### src/rtl/sys_cmd_master_pkg.sv
// -----------------------------------------------------------------------------
// sys_cmd_master_pkg
// Shared definitions for the command-frame initiator: protocol opcodes,
// command type encodings, FSM state encoding and per-command frame and
// response lengths.
// -----------------------------------------------------------------------------
package sys_cmd_master_pkg;

   // Protocol opcode bytes sent as the first byte of every frame
   localparam logic [7:0] OpWrite   = 8'hAA;
   localparam logic [7:0] OpRead    = 8'hBB;
   localparam logic [7:0] OpAluOp   = 8'hCC;
   localparam logic [7:0] OpAluNoOp = 8'hDD;

   // Encoding of the CMD_TYPE input
   typedef enum logic [1:0] {
      CmdWrite   = 2'd0,
      CmdRead    = 2'd1,
      CmdAluOp   = 2'd2,
      CmdAluNoOp = 2'd3
   } cmd_type_e;

   typedef enum logic [1:0] {
      StIdle    = 2'd0,
      StSend    = 2'd1,
      StWaitRsp = 2'd2
   } state_e;

   // Index of the last byte of each frame (frame length minus one)
   localparam logic [1:0] LastIdxWrite   = 2'd2;
   localparam logic [1:0] LastIdxRead    = 2'd1;
   localparam logic [1:0] LastIdxAluOp   = 2'd3;
   localparam logic [1:0] LastIdxAluNoOp = 2'd1;

   // Number of response bytes expected after the frame has been sent
   localparam logic [1:0] RspLenNone = 2'd0;
   localparam logic [1:0] RspLenRead = 2'd1;
   localparam logic [1:0] RspLenAlu  = 2'd2;

   function automatic logic [1:0] frame_last_idx(input cmd_type_e cmd_type);
      logic [1:0] last_idx;
      last_idx = LastIdxWrite;
      unique case (cmd_type)
         CmdWrite:   last_idx = LastIdxWrite;
         CmdRead:    last_idx = LastIdxRead;
         CmdAluOp:   last_idx = LastIdxAluOp;
         CmdAluNoOp: last_idx = LastIdxAluNoOp;
         default:    last_idx = LastIdxWrite;
      endcase
      return last_idx;
   endfunction

   function automatic logic [1:0] rsp_len(input cmd_type_e cmd_type);
      logic [1:0] len;
      len = RspLenNone;
      unique case (cmd_type)
         CmdWrite:   len = RspLenNone;
         CmdRead:    len = RspLenRead;
         CmdAluOp:   len = RspLenAlu;
         CmdAluNoOp: len = RspLenAlu;
         default:    len = RspLenNone;
      endcase
      return len;
   endfunction

endpackage

### src/rtl/sys_cmd_master_cmd_rsp_timer.sv
// -----------------------------------------------------------------------------
// sys_cmd_master_cmd_rsp_timer (cmd_rsp_timer)
// Response-wait timer. Counts REF_CLK cycles while enabled; a clear or a
// disabled cycle returns the count to zero. o_expired is high in the cycle
// in which the count has reached TIMEOUT-1 without a clear.
//
// Ports:
//   REF_CLK    - system clock, rising edge
//   SYNC_RST   - asynchronous active-low reset
//   i_clear    - restart the count (response byte consumed)
//   i_enable   - count while high (waiting for a response)
//   o_expired  - terminal-count indication
// -----------------------------------------------------------------------------
module sys_cmd_master_cmd_rsp_timer #(
   parameter int unsigned TIMEOUT = 4096
) (
   input  logic REF_CLK,
   input  logic SYNC_RST,
   input  logic i_clear,
   input  logic i_enable,
   output logic o_expired
);

   localparam int unsigned CntW = (TIMEOUT > 2) ? $clog2(TIMEOUT) : 1;
   localparam logic [CntW-1:0] TermCnt = CntW'(TIMEOUT - 1);

   logic [CntW-1:0] r_cnt;

   always_ff @(posedge REF_CLK or negedge SYNC_RST) begin
      if (!SYNC_RST) begin
         r_cnt <= '0;
      end else if (i_clear || !i_enable) begin
         r_cnt <= '0;
      end else if (r_cnt != TermCnt) begin
         r_cnt <= r_cnt + CntW'(1);
      end
   end

   assign o_expired = i_enable && !i_clear && (r_cnt == TermCnt);

endmodule

### src/rtl/sys_cmd_master.sv
// -----------------------------------------------------------------------------
// sys_cmd_master
// Host end of the register/ALU byte protocol. Captures one parallel command,
// serialises it as a frame of protocol bytes toward the UART TX path, then
// collects the response bytes from the RX path and returns one result word.
//
// Ports:
//   REF_CLK, SYNC_RST      - clock (rising edge), async active-low reset
//   i_cmd_valid/o_cmd_ready- command handshake (ready only when idle)
//   i_cmd_type             - 0 write, 1 read, 2 ALU w/ operands, 3 ALU no operands
//   i_cmd_addr/data/op_a/op_b/fun - command fields
//   o_tx_data/o_tx_valid/i_tx_ready - byte stream to transmitter
//   i_rx_data              - response byte, MSB is a one-cycle valid flag
//   o_rsp_data             - result word (first response byte in the low half)
//   o_rsp_valid            - one-cycle completion pulse
//   o_rsp_timeout          - one-cycle timeout pulse
//   o_busy                 - high whenever not idle
// -----------------------------------------------------------------------------
module sys_cmd_master
   import sys_cmd_master_pkg::*;
#(
   parameter int unsigned BUS_WIDTH = 8,
   parameter int unsigned Reg_Addr  = 4,
   parameter int unsigned ALU_FUN   = 4,
   parameter int unsigned TIMEOUT   = 4096
) (
   input  logic                   REF_CLK,
   input  logic                   SYNC_RST,
   input  logic                   i_cmd_valid,
   output logic                   o_cmd_ready,
   input  logic [1:0]             i_cmd_type,
   input  logic [Reg_Addr-1:0]    i_cmd_addr,
   input  logic [BUS_WIDTH-1:0]   i_cmd_data,
   input  logic [BUS_WIDTH-1:0]   i_cmd_op_a,
   input  logic [BUS_WIDTH-1:0]   i_cmd_op_b,
   input  logic [ALU_FUN-1:0]     i_cmd_fun,
   output logic [BUS_WIDTH-1:0]   o_tx_data,
   output logic                   o_tx_valid,
   input  logic                   i_tx_ready,
   input  logic [BUS_WIDTH:0]     i_rx_data,
   output logic [2*BUS_WIDTH-1:0] o_rsp_data,
   output logic                   o_rsp_valid,
   output logic                   o_rsp_timeout,
   output logic                   o_busy
);

   state_e                      r_state;
   cmd_type_e                   r_type;
   logic [3:0][BUS_WIDTH-1:0]   r_frame;
   logic [1:0]                  r_idx;
   logic [1:0]                  r_rx_cnt;
   logic [BUS_WIDTH-1:0]        r_tx_data;
   logic                        r_tx_valid;
   logic [2*BUS_WIDTH-1:0]      r_rsp_data;
   logic                        r_rsp_valid;
   logic                        r_rsp_timeout;

   cmd_type_e                   w_cmd_type;
   logic [3:0][BUS_WIDTH-1:0]   w_frame;
   logic                        w_rx_vld;
   logic [BUS_WIDTH-1:0]        w_rx_byte;
   logic                        w_tmr_expired;
   logic                        w_last_byte;

   assign w_cmd_type  = cmd_type_e'(i_cmd_type);
   assign w_rx_vld    = i_rx_data[BUS_WIDTH];
   assign w_rx_byte   = i_rx_data[BUS_WIDTH-1:0];
   assign w_last_byte = (r_idx == frame_last_idx(r_type));

   // Frame image built from the live command inputs; registered on accept
   always_comb begin
      w_frame = '0;
      unique case (w_cmd_type)
         CmdWrite: begin
            w_frame[0] = BUS_WIDTH'(OpWrite);
            w_frame[1] = BUS_WIDTH'(i_cmd_addr);
            w_frame[2] = i_cmd_data;
         end
         CmdRead: begin
            w_frame[0] = BUS_WIDTH'(OpRead);
            w_frame[1] = BUS_WIDTH'(i_cmd_addr);
         end
         CmdAluOp: begin
            w_frame[0] = BUS_WIDTH'(OpAluOp);
            w_frame[1] = i_cmd_op_a;
            w_frame[2] = i_cmd_op_b;
            w_frame[3] = BUS_WIDTH'(i_cmd_fun);
         end
         CmdAluNoOp: begin
            w_frame[0] = BUS_WIDTH'(OpAluNoOp);
            w_frame[1] = BUS_WIDTH'(i_cmd_fun);
         end
         default: w_frame = '0;
      endcase
   end

   // Timer runs only while waiting; it is held at zero in every other state,
   // so entry into StWaitRsp always starts from a cleared count.
   sys_cmd_master_cmd_rsp_timer #(
      .TIMEOUT (TIMEOUT)
   ) u_cmd_rsp_timer (
      .REF_CLK   (REF_CLK),
      .SYNC_RST  (SYNC_RST),
      .i_clear   (w_rx_vld),
      .i_enable  (r_state == StWaitRsp),
      .o_expired (w_tmr_expired)
   );

   always_ff @(posedge REF_CLK or negedge SYNC_RST) begin
      if (!SYNC_RST) begin
         r_state       <= StIdle;
         r_type        <= CmdWrite;
         r_frame       <= '0;
         r_idx         <= '0;
         r_rx_cnt      <= '0;
         r_tx_data     <= '0;
         r_tx_valid    <= 1'b0;
         r_rsp_data    <= '0;
         r_rsp_valid   <= 1'b0;
         r_rsp_timeout <= 1'b0;
      end else begin
         r_rsp_valid   <= 1'b0;
         r_rsp_timeout <= 1'b0;
         unique case (r_state)
            StIdle: begin
               if (i_cmd_valid) begin
                  r_type     <= w_cmd_type;
                  r_frame    <= w_frame;
                  r_idx      <= '0;
                  r_rx_cnt   <= '0;
                  r_tx_data  <= w_frame[0];
                  r_tx_valid <= 1'b1;
                  r_rsp_data <= '0;
                  r_state    <= StSend;
               end
            end
            StSend: begin
               // TX_VALID is always high here, so TX_READY alone completes a transfer
               if (i_tx_ready) begin
                  if (w_last_byte) begin
                     r_tx_valid <= 1'b0;
                     r_tx_data  <= '0;
                     if (r_type == CmdWrite) begin
                        r_rsp_valid <= 1'b1;
                        r_rsp_data  <= '0;
                        r_state     <= StIdle;
                     end else if (w_rx_vld) begin
                        // Response byte coincident with the last TX byte is the first one
                        r_rsp_data[BUS_WIDTH-1:0] <= w_rx_byte;
                        if (rsp_len(r_type) == RspLenRead) begin
                           r_rsp_valid <= 1'b1;
                           r_state     <= StIdle;
                        end else begin
                           r_rx_cnt <= 2'd1;
                           r_state  <= StWaitRsp;
                        end
                     end else begin
                        r_state <= StWaitRsp;
                     end
                  end else begin
                     r_idx     <= r_idx + 2'd1;
                     r_tx_data <= r_frame[r_idx + 2'd1];
                  end
               end
            end
            StWaitRsp: begin
               if (w_rx_vld) begin
                  if (r_rx_cnt == 2'd0) begin
                     r_rsp_data[BUS_WIDTH-1:0] <= w_rx_byte;
                  end else begin
                     r_rsp_data[2*BUS_WIDTH-1:BUS_WIDTH] <= w_rx_byte;
                  end
                  if ((r_rx_cnt + 2'd1) == rsp_len(r_type)) begin
                     r_rsp_valid <= 1'b1;
                     r_state     <= StIdle;
                  end else begin
                     r_rx_cnt <= r_rx_cnt + 2'd1;
                  end
               end else if (w_tmr_expired) begin
                  // Partial response stays visible on RSP_DATA
                  r_rsp_timeout <= 1'b1;
                  r_state       <= StIdle;
               end
            end
            default: begin
               r_state    <= StIdle;
               r_tx_valid <= 1'b0;
            end
         endcase
      end
   end

   assign o_cmd_ready   = (r_state == StIdle);
   assign o_busy        = (r_state != StIdle);
   assign o_tx_data     = r_tx_data;
   assign o_tx_valid    = r_tx_valid;
   assign o_rsp_data    = r_rsp_data;
   assign o_rsp_valid   = r_rsp_valid;
   assign o_rsp_timeout = r_rsp_timeout;

endmodule

### config.mk
export PLATFORM = sky130hd
export DESIGN_NAME = sys_cmd_master
export DESIGN_NICKNAME = d
export VERILOG_FILES = /design/src/rtl/sys_cmd_master_pkg.sv /design/src/rtl/sys_cmd_master_cmd_rsp_timer.sv /design/src/rtl/sys_cmd_master.sv
export SDC_FILE = /design/constraint.sdc
export NUM_CORES = 1
export LEC_CHECK = 0
export CORE_ASPECT_RATIO = 1.5
export CORE_MARGIN = 1
export CORE_UTILIZATION = 55
export CTS_CLUSTER_DIAMETER = 60
export CTS_CLUSTER_SIZE = 8
export DETAILED_ROUTE_END_ITERATION = 7
export GPL_ROUTABILITY_DRIVEN = 0
export HOLD_SLACK_MARGIN = 0.02
export PLACE_DENSITY_LB_ADDON = 0.2
export SETUP_SLACK_MARGIN = 0.1
export SLEW_MARGIN = 20
export SYNTH_ARGS = -nofsm -noshare
export SYNTH_HDL_FRONTEND = slang
export SYNTH_SLANG_ARGS = --single-unit
### constraint.sdc
create_clock -name REF_CLK -period 3.49 [get_ports REF_CLK]
set_clock_uncertainty 0.2 [all_clocks]
set_input_delay 0.698 -clock REF_CLK [delete_from_list [all_inputs] [get_ports REF_CLK]]
set_output_delay 0.698 -clock REF_CLK [all_outputs]
set_load 0.01 [all_outputs]
# Yosys cells after proc, flatten, opt, wreduce, memory -nomap -nowiden
# Index checks and enable logic that the tools add are counted.
# word_totals
regBits,79
latch_bits,0
ramBits,0
romBits,0
out_inout_bits,29
elab_cells,139
memories,0
# op_classes
addsub,3
n_mul,0
n_div,0
n_lt_le_gt_ge,1
n_eq_ne,28
n_shift,0
mux,68
n_bitwise,1
n_reduce_logical,23
# ops
operator,n
$mux 8,9
$mux 16,4
$pmux 16 s4,1
$mux 2,26
$pmux 16 s3,1
$pmux 8 s2,2
$mux 12,2
$ne 2x2->1 const B,12
$pmux 2 s3,4
$bmux 8 s2,1
$reduce_and 7->1,2
$mux 1,13
$add 12x1->12 const B,1
$eq 12x12->1 const B,1
$ne 12x12->1 const B,1
$eq 2x2->1 const B,5
$ne 3x3->1 const B,3
$reduce_and 9->1,1
$eq 2x1->1 const B,4
$logic_not 2->1,4
$pmux 2 s2,2
$reduce_and 4->1,2
$reduce_bool 2->1,3
$reduce_and 5->1,1
14 further kinds,19

# Longest topological paths before layout
# Gate-level depths: netlist (run 1).
# logic_depth
ltp_word,15
depth_mapped,9
depth_no_buf,6

# Hierarchy
# Synthesis (run 1) repeated with hierarchy kept, for this count alone.
# unflattened
hier_cells,357
hier_area_um2,3883.7
# modules_own_cells
module,n_inst,cells_per_inst,area_each_um2,seq_area_each_um2
sys_cmd_master,1,289,3214.3,1476.4
sys_cmd_master_cmd_rsp_timer,1,68,669.4,300.3

# Worst setup path before layout (run 1)
# No wires, ideal clock.
# synth_path
path_kind,reg2reg
start,register r_state[0]
end,register r_rsp_data[0] (netlist: o_rsp_data[0])
t_arrival_ns,1.753
slack_ns,1.457
stages_incl_launch_ff,8
path_buffers,1
period_less_slack_ns,2.033
cell_sequence,dfrtp_1 inv_1 ha_1 nor2b_1 nor4_2 o2111a_1 buf_6 mux2i_1
# synth_via
elab_chain_len,3
# synth_rtl
element,line_no,source
"start, declared",sys_cmd_master.sv:47,state_e r_state;
"start signal, assigned",sys_cmd_master.sv:111,r_state <= StIdle;
"start signal, assigned",sys_cmd_master.sv:134,r_state <= StSend;
"start signal, assigned",sys_cmd_master.sv:146,r_state <= StIdle;
$eq 2x1->1 (tied with other cells),sys_cmd_master.sv:124,unique case (r_state)
$ne 3x3->1 (no source line) (tied with other cells),n/a,
$reduce_and 7->1 (no source line),n/a,
"end signal, assigned by index",sys_cmd_master.sv:149,r_rsp_data[BUS_WIDTH-1:0] <= w_rx_byte;
"end signal, assigned by index",sys_cmd_master.sv:169,r_rsp_data[BUS_WIDTH-1:0] <= w_rx_byte;
"end signal, assigned by index",sys_cmd_master.sv:171,r_rsp_data[2*BUS_WIDTH-1:BUS_WIDTH] <= w_rx_byte;
"end, declared",sys_cmd_master.sv:54,logic [2*BUS_WIDTH-1:0] r_rsp_data;
# Several ways; a longest one is shown, not always the timed one.
# A chain may end at the register's enable or synchronous reset.

# Final worst setup path (run 1)
# layout_path
start,register r_state[1]
end,output port o_busy
# layout_via
elab_chain_len,1
# layout_rtl
element,line_no,source
$reduce_bool 2->1,sys_cmd_master.sv:194,assign o_busy = (r_state != StIdle);
"end, declared",sys_cmd_master.sv:44,output logic o_busy
# No other way between the ends.

==> run metrics, run 1 <==
setup TNS=0 ns; fin area=4660 um2; met3 Use GR=0.0603; Placed Area=around 4400 um2; most frequent cells in the layout=74 x clkdlybuf4s50_1, 71 x dfrtp_1, 49 x nand2_1; most common cell after layout, fill and taps aside=clkdlybuf4s50_1; Skew-Pair Late Insertion Delay=between 0.3 and 0.4 ns; Max Transition Viols Final=0; Core Rows=36; Hold Path Class=in -> async; layout cells sized above 1=0.0700; Netlist Area Pre-Place=3650 um2; post-synthesis cell type count=53; Critical Path Fanout Max=12; Nets=around 490; ys async rst share=1.00; Synth Instances=364; peak supply drop=about 0.48 mV; vias in the first global route=between 2,000 and 3,000; routed length per instance=16.3 um; Critical Path RT=~2.6 ns; first-pass GRT wire length=13,300 um; First-pass DRT Iterations=5; Worst-path clk slew=~0.08 ns; port buffer count=75; Final setup viols=0; Crit. Startpoint=r_state[1]; htree depth=3; grt ovf=0; Design Power=3.68 mW; Starting Density=0.567; Post-Route WL=about 8500 um; Seq/Total Area, Yosys=0.486; fin crit period=roughly 3.0 ns; placed cell count=approximately 500; Max clock buf depth=2; Worst EP arrival=2.06 ns; die height=~100 um; ANT cells=0; DR vias/cell=between 5 and 6; Sink Count=71; CTS tree=done; Total Routing Usage GR=0.261; power per cell area=approximately 790 nW/um2; DRT antenna net count=0; worst reg2reg path startpoint=r_state[0]; Post-CTS Setup Inserts=0; via count=~3,000; critical path type=reg -> out; Ys Warns=0; Synth Flop Type=dfrtp_1; syn_nets=about 420; status=complete, no violations; Adder-Cell Fraction of Synth Area=0.0205; Critical Path Source Type=flip-flop; Leak=around 2.1 nW; antenna violations before repair=0; Synth Area in XOR/XNOR=0.00719; clock buffer count from CTS=9; Synth Area in Compound Gates=0.143; DRC=0; worst setup margin=around 0.53 ns; slew at the pin closest to its max-slew limit=between 0.7 and 0.8 ns; Top Ports=76; Worst setup EP type=output pin; Mapped Avg Cell Area=approximately 10 um2; Post-DP HPWL=roughly 6300 um; post-synthesis mux area share=0.136; Die W=68.5 um; CTS root buffer=clkbuf_8; Post-Synth Simple-Gate Area=0.154; Final Hold Vio Count=0; max-cap viol count=0; core area=roughly 6400 um2; unrepaired setup endpoints after global routing=false; starting DRC count in detailed routing=approximately 220; Die ar.=approximately 7000 um2; post-route clock period utilization=0.847; Hold-fix buffers, CTS=0; largest net degree at the start of global routing=38; Fmax=roughly 340 MHz; main combinational cell family by area after synthesis=simple AND/OR/NAND/NOR gates; layout overhead on the synthesized area=27.5%; Post-Layout Cell Count=about 520; met1 GRT Util=0.272; worst rel slew slack=0.469; Post-synth EDFFs=0; busiest grt layer=met2; met2 Use GR=0.474; post-cts resize count=0; #FFs+latches synth=between 70 and 80; pre-CTS worst setup slack=approximately 0.64 ns
-- power breakdown --
group          switching (mW)  internal, mW  total, mW
sequential              0.241          1.11       1.35
combinational           0.839         0.816       1.65
clock                   0.312         0.368      0.680
-- worst max-delay path, cell delays in order (launching register included) --
cell and delay (ns):
dfrtp_1 0.41, inv_1 0.12, ha_1 0.45, inv_1 0.21, clkdlybuf4s50_1 0.53
-- synth_stat cells, drive strengths merged (2+ instances only) --
| master | n | area share |
|---|---|---|
| mux2i | 35 | 0.096 |
| a211oi | 2 | 0.0055 |
| nand2b | 2 | 0.0034 |
| buf | 9 | 0.017 |
| dfrtp | 71 | 0.49 |
| mux4 | 4 | 0.028 |
| and4 | 2 | 0.0048 |
| o31ai | 2 | 0.0041 |
| a22oi | 2 | 0.0041 |
| nand4 | 7 | 0.012 |
| nor2b | 5 | 0.0086 |
| o21ai | 23 | 0.032 |
| a31oi | 5 | 0.0086 |
| ha | 6 | 0.021 |
| nand2 | 49 | 0.050 |
| o32a | 3 | 0.0082 |
| a311oi | 3 | 0.0072 |
| or3 | 6 | 0.010 |
| nor3 | 4 | 0.0055 |
| a21oi | 17 | 0.024 |
| clkbuf | 7 | 0.0072 |
| xnor2 | 3 | 0.0072 |
| a22o | 9 | 0.022 |
| nand3 | 11 | 0.016 |
| a211o | 2 | 0.0048 |
| nor2 | 25 | 0.026 |
| mux2 | 4 | 0.012 |
| o21a | 2 | 0.0041 |
| inv | 27 | 0.028 |
-- sequential cells by signal (all words and copies together), names as in the netlist --
signal and cells:
o_rsp_timeout 1, o_rsp_valid 1, o_rsp_data 16, u_cmd_rsp_timer.r_cnt 12
o_tx_data 8, o_tx_valid 1, r_type 2, r_rx_cnt 2
r_frame 24, r_idx 2, r_state 2
-- through the flow --
step	hold WS, ns	utilization
floorplan	0.202	-
global placement	0.255	0.691
detailed placement	0.268	0.691
CTS	0.241	0.723
global route	0.287	0.723
finish	0.227	0.723
-- path summary, 6_finish.rpt --
kind | to | slack [ns] | depth (start not counted)
setup / recovery | o_busy | 0.53 | 4
hold / removal | u_cmd_rsp_timer.r_cnt[3] | 0.23 | 1
setup reg to reg | o_rsp_data[7] | 0.84 | 6
hold reg to reg | r_frame[8] | 0.28 | 2
max in group asynchronous | r_frame[10] | 2.20 | 2
min in group REF_CLK | r_frame[8] | 0.28 | 2
-- cells by family (layout without fill, tap and decap cells) --
kind of cell	after synthesis	count (layout)
and+or+nand+nor	119	119
AOI/OAI and AO/OA	78	78
adders and majority gates	6	6
DFF	71	71
buffers and inverters	44	123
xor gates and xnor gates	3	3
muxes	43	43
-- routing by layer --
| metal | wire length, um | vias to the layer above |
|---|---|---|
| li1 | - | 1436 |
| met5 | 0 | - |
| met4 | 202 | 0 |
| met3 | 335 | 15 |
| met2 | 4730 | 83 |
| met1 | 3200 | 1481 |
-- cell type report --
cell class,count,area (um2)
multi-input combinational,249,1680
sequential,71,1780
fill,503,1780
timing repair buffer,79,788
inverter,28,105
tap,76,95.1
clock buffer,11,151
clock inverter,5,56.3
Note: power is estimated with default switching activity, not from simulation.
==> run 2: changes to the inputs <==
--- a/config.mk
+++ b/config.mk
@@ -7,7 +7,7 @@
 export LEC_CHECK = 0
 export CORE_ASPECT_RATIO = 1.5
 export CORE_MARGIN = 1
-export CORE_UTILIZATION = 55
+export CORE_UTILIZATION = 51
 export CTS_CLUSTER_DIAMETER = 60
 export CTS_CLUSTER_SIZE = 8
 export DETAILED_ROUTE_END_ITERATION = 7
==> constraint.sdc (replaced) <==
create_clock -name REF_CLK -period 2.9 [get_ports REF_CLK]
set_clock_uncertainty 0.2 [all_clocks]
set_input_delay 0.58 -clock REF_CLK [delete_from_list [all_inputs] [get_ports REF_CLK]]
set_output_delay 0.58 -clock REF_CLK [all_outputs]
set_load 0.01 [all_outputs]
==> run 2 against run 1 <==
The run now ends with DRC left. Combinational power rose by 24%. Critical path depth is the same. Power increased by 21%. Final cell count up 1.3%. Largest power group unchanged. Sequential power up 19%. Critical path type unchanged. Register-to-register slack got worse by 0.24 ns. Design area is 0.91% higher.
==> run metrics, run 2 (synthesized netlist as in run 1, its figures left out) <==
Sequential Power Share=0.362 (-0.004); Worst setup EP type=output pin; starting DRC count in detailed routing=154 (-28%); fillers=559 (+11%); Final setup viols=0 (unchanged); Post-DP HPWL=6000 um (-4.3%); via count=2,949 (-2.2%); max reg flops=24 (unchanged); Critical Path Source Type=flip-flop; Critical Path RT=2.12 ns (-0.47 ns); max incr delay on CP=0.57 ns (+0.04 ns); first-pass GRT wire length=13,900 um (+4.9%); Hold Path Class=in -> async; slowest CP cell=clkdlybuf4s50_1; core area=6900 um2 (+7.1%); setup TNS=0 ns (unchanged); hold_ws=0.0356 ns (-0.192 ns); Max Transition Viols Final=0 (unchanged); grt ovf=0 (unchanged); power per cell area=946 nW/um2 (+20%); Critical Path Fanout Max=12 (unchanged); Final Core Density=0.681 (-0.0417); Leak=2.08 nW (+0.87%); Largest Register=r_frame; most common cell after layout, fill and taps aside=clkdlybuf4s50_1; unrepaired setup endpoints after global routing=false; htree depth=3 (unchanged); die height=106 um (+3.8%); Skew-Pair Late Insertion Delay=0.36 ns (about the same); ANT cells=0 (unchanged); max-cap viol count=0 (unchanged); placed cell count=510 (+1.4%); slew at the pin closest to its max-slew limit=0.940 ns (+0.144 ns); Post-Route WL=8180 um (-3.4%); layout cells sized above 1=0.0826 (+0.0126); Post-Layout Cell Count=526 (+1.3%); Worst EP arrival=1.84 ns (-0.22 ns); Core Rows=37 (+2.8%); CTS root buffer=clkbuf_8; flop-to-flop setup slack=0.60 ns (-0.24 ns); layout overhead on the synthesized area=28.6%; Fmax=between 300 and 400 MHz; port buffer count=75 (unchanged); Worst-path clk slew=0.08 ns (about the same); fin crit period=2.62 ns; Total Routing Usage GR=0.240 (-0.0207); failing checks=DRC; Critical Path, Cell by Cell=inv_1 -> ha_4 -> inv_1 -> clkdlybuf4s50_1; Max clock buf depth=2 (unchanged); Post-CTS Setup Inserts=0 (unchanged); worst rel slew slack=0.368 (-0.101); DRT antenna net count=0 (unchanged); Sink Count=71 (unchanged); Nets=496 (+1.0%); First-pass DRT Iterations=7 (+2); status=finished with violations; Clock power frac=0.179 (-0.006); clock buffer count from CTS=9 (unchanged); Die ar.=7510 um2 (+7.6%); Worst path most repeated cell=inv_1; Starting Density=0.530 (-0.0376); Internal Power=2.79 mW (+22%); switching power=1.66 mW (+19%); Die W=71.1 um (+3.7%); antenna violations before repair=0 (unchanged); sw frac=0.373 (-0.00531); Combinational Power Share=0.459 (+0.010); peak supply drop=0.525 mV (+9.1%); DRC=5 (+5); DR vias/cell=5.61 (-3.5%); CTS tree=done; largest net degree at the start of global routing=72 (+89%); routed length per instance=15.6 um (-4.7%); vias in the first global route=2,961 (+0.68%); critical path type=reg -> out; most frequent cells in the layout=74 x clkdlybuf4s50_1, 71 x dfrtp_1, 49 x nand2_1; post-route clock period utilization=0.903; Top Ports=76 (unchanged); Final Hold Vio Count=0 (unchanged)
[run 2: final timing paths]
| path | from | endpoint | cells past startpoint |
|---|---|---|---|
| setup / recovery | r_state[0] | o_busy | 4 |
| hold / removal | SYNC_RST | u_cmd_rsp_timer.r_cnt[3] | 2 |
| setup reg to reg | r_state[1] | o_tx_valid | 6 |
| hold reg to reg | r_frame[9] | r_frame[9] | 2 |
| max in group asynchronous | SYNC_RST | r_rx_cnt[0] | 2 |
| min in group REF_CLK | r_frame[9] | r_frame[9] | 2 |
[run 2: through the flow]
stage | total power [mW] | area (um2) | setup slack, ns
finish | 4.45 | 4700 | 0.282
global route | 4.74 | 4700 | 0.196
CTS | 4.45 | 4690 | 0.170
detailed placement | 3.64 | 4490 | 0.230
global placement | 3.57 | 4490 | 0.360
floorplan | 2.89 | 3650 | 0.867
[run 2: layout make-up]
cell class / instances / area (um2) / area share
Multi-Input combinational cell: 249 / 1700 / 0.361
Inverter: 28 / 105 / 0.0224
Timing Repair Buffer: 84 / 826 / 0.176
Clock inverter: 6 / 60.1 / 0.0128
Sequential cell: 71 / 1780 / 0.378
Clock buffer: 10 / 138 / 0.0293
Tap cell: 78 / 97.6 / 0.0208
[run 2: layer usage]
metal,routed length (um),track usage
met3,329,0.0507
met5,0,0
met2,4490,0.427
met1,3250,0.277
met4,113,0.100
[run 2: worst max-delay path, delay by kind of cell, from the launching register on]
kind | cells | cell delay, ns
fa+ha+maj | 1 | 0.23
buf+inv | 3 | 0.85
flops | 1 | 0.39
[run 2: power groups by stage]
stage	combinational (mW)	clock, mW	sequential [mW]
2_1_floorplan	1.32	0	1.58
6_report	2.04	0.794	1.61
4_1_cts	2.03	0.810	1.61
5_1_grt	2.23	0.847	1.66
3_3_place_gp	1.96	0	1.61
3_5_place_dp	2.02	0	1.62
[run 2: timing repair]
| action | CTS | global route |
|---|---|---|
| endpoints found under the setup margin | 1 | 1 |
| gates resized for setup | 1 | 1 |
| hold buffers | 0 | 0 |
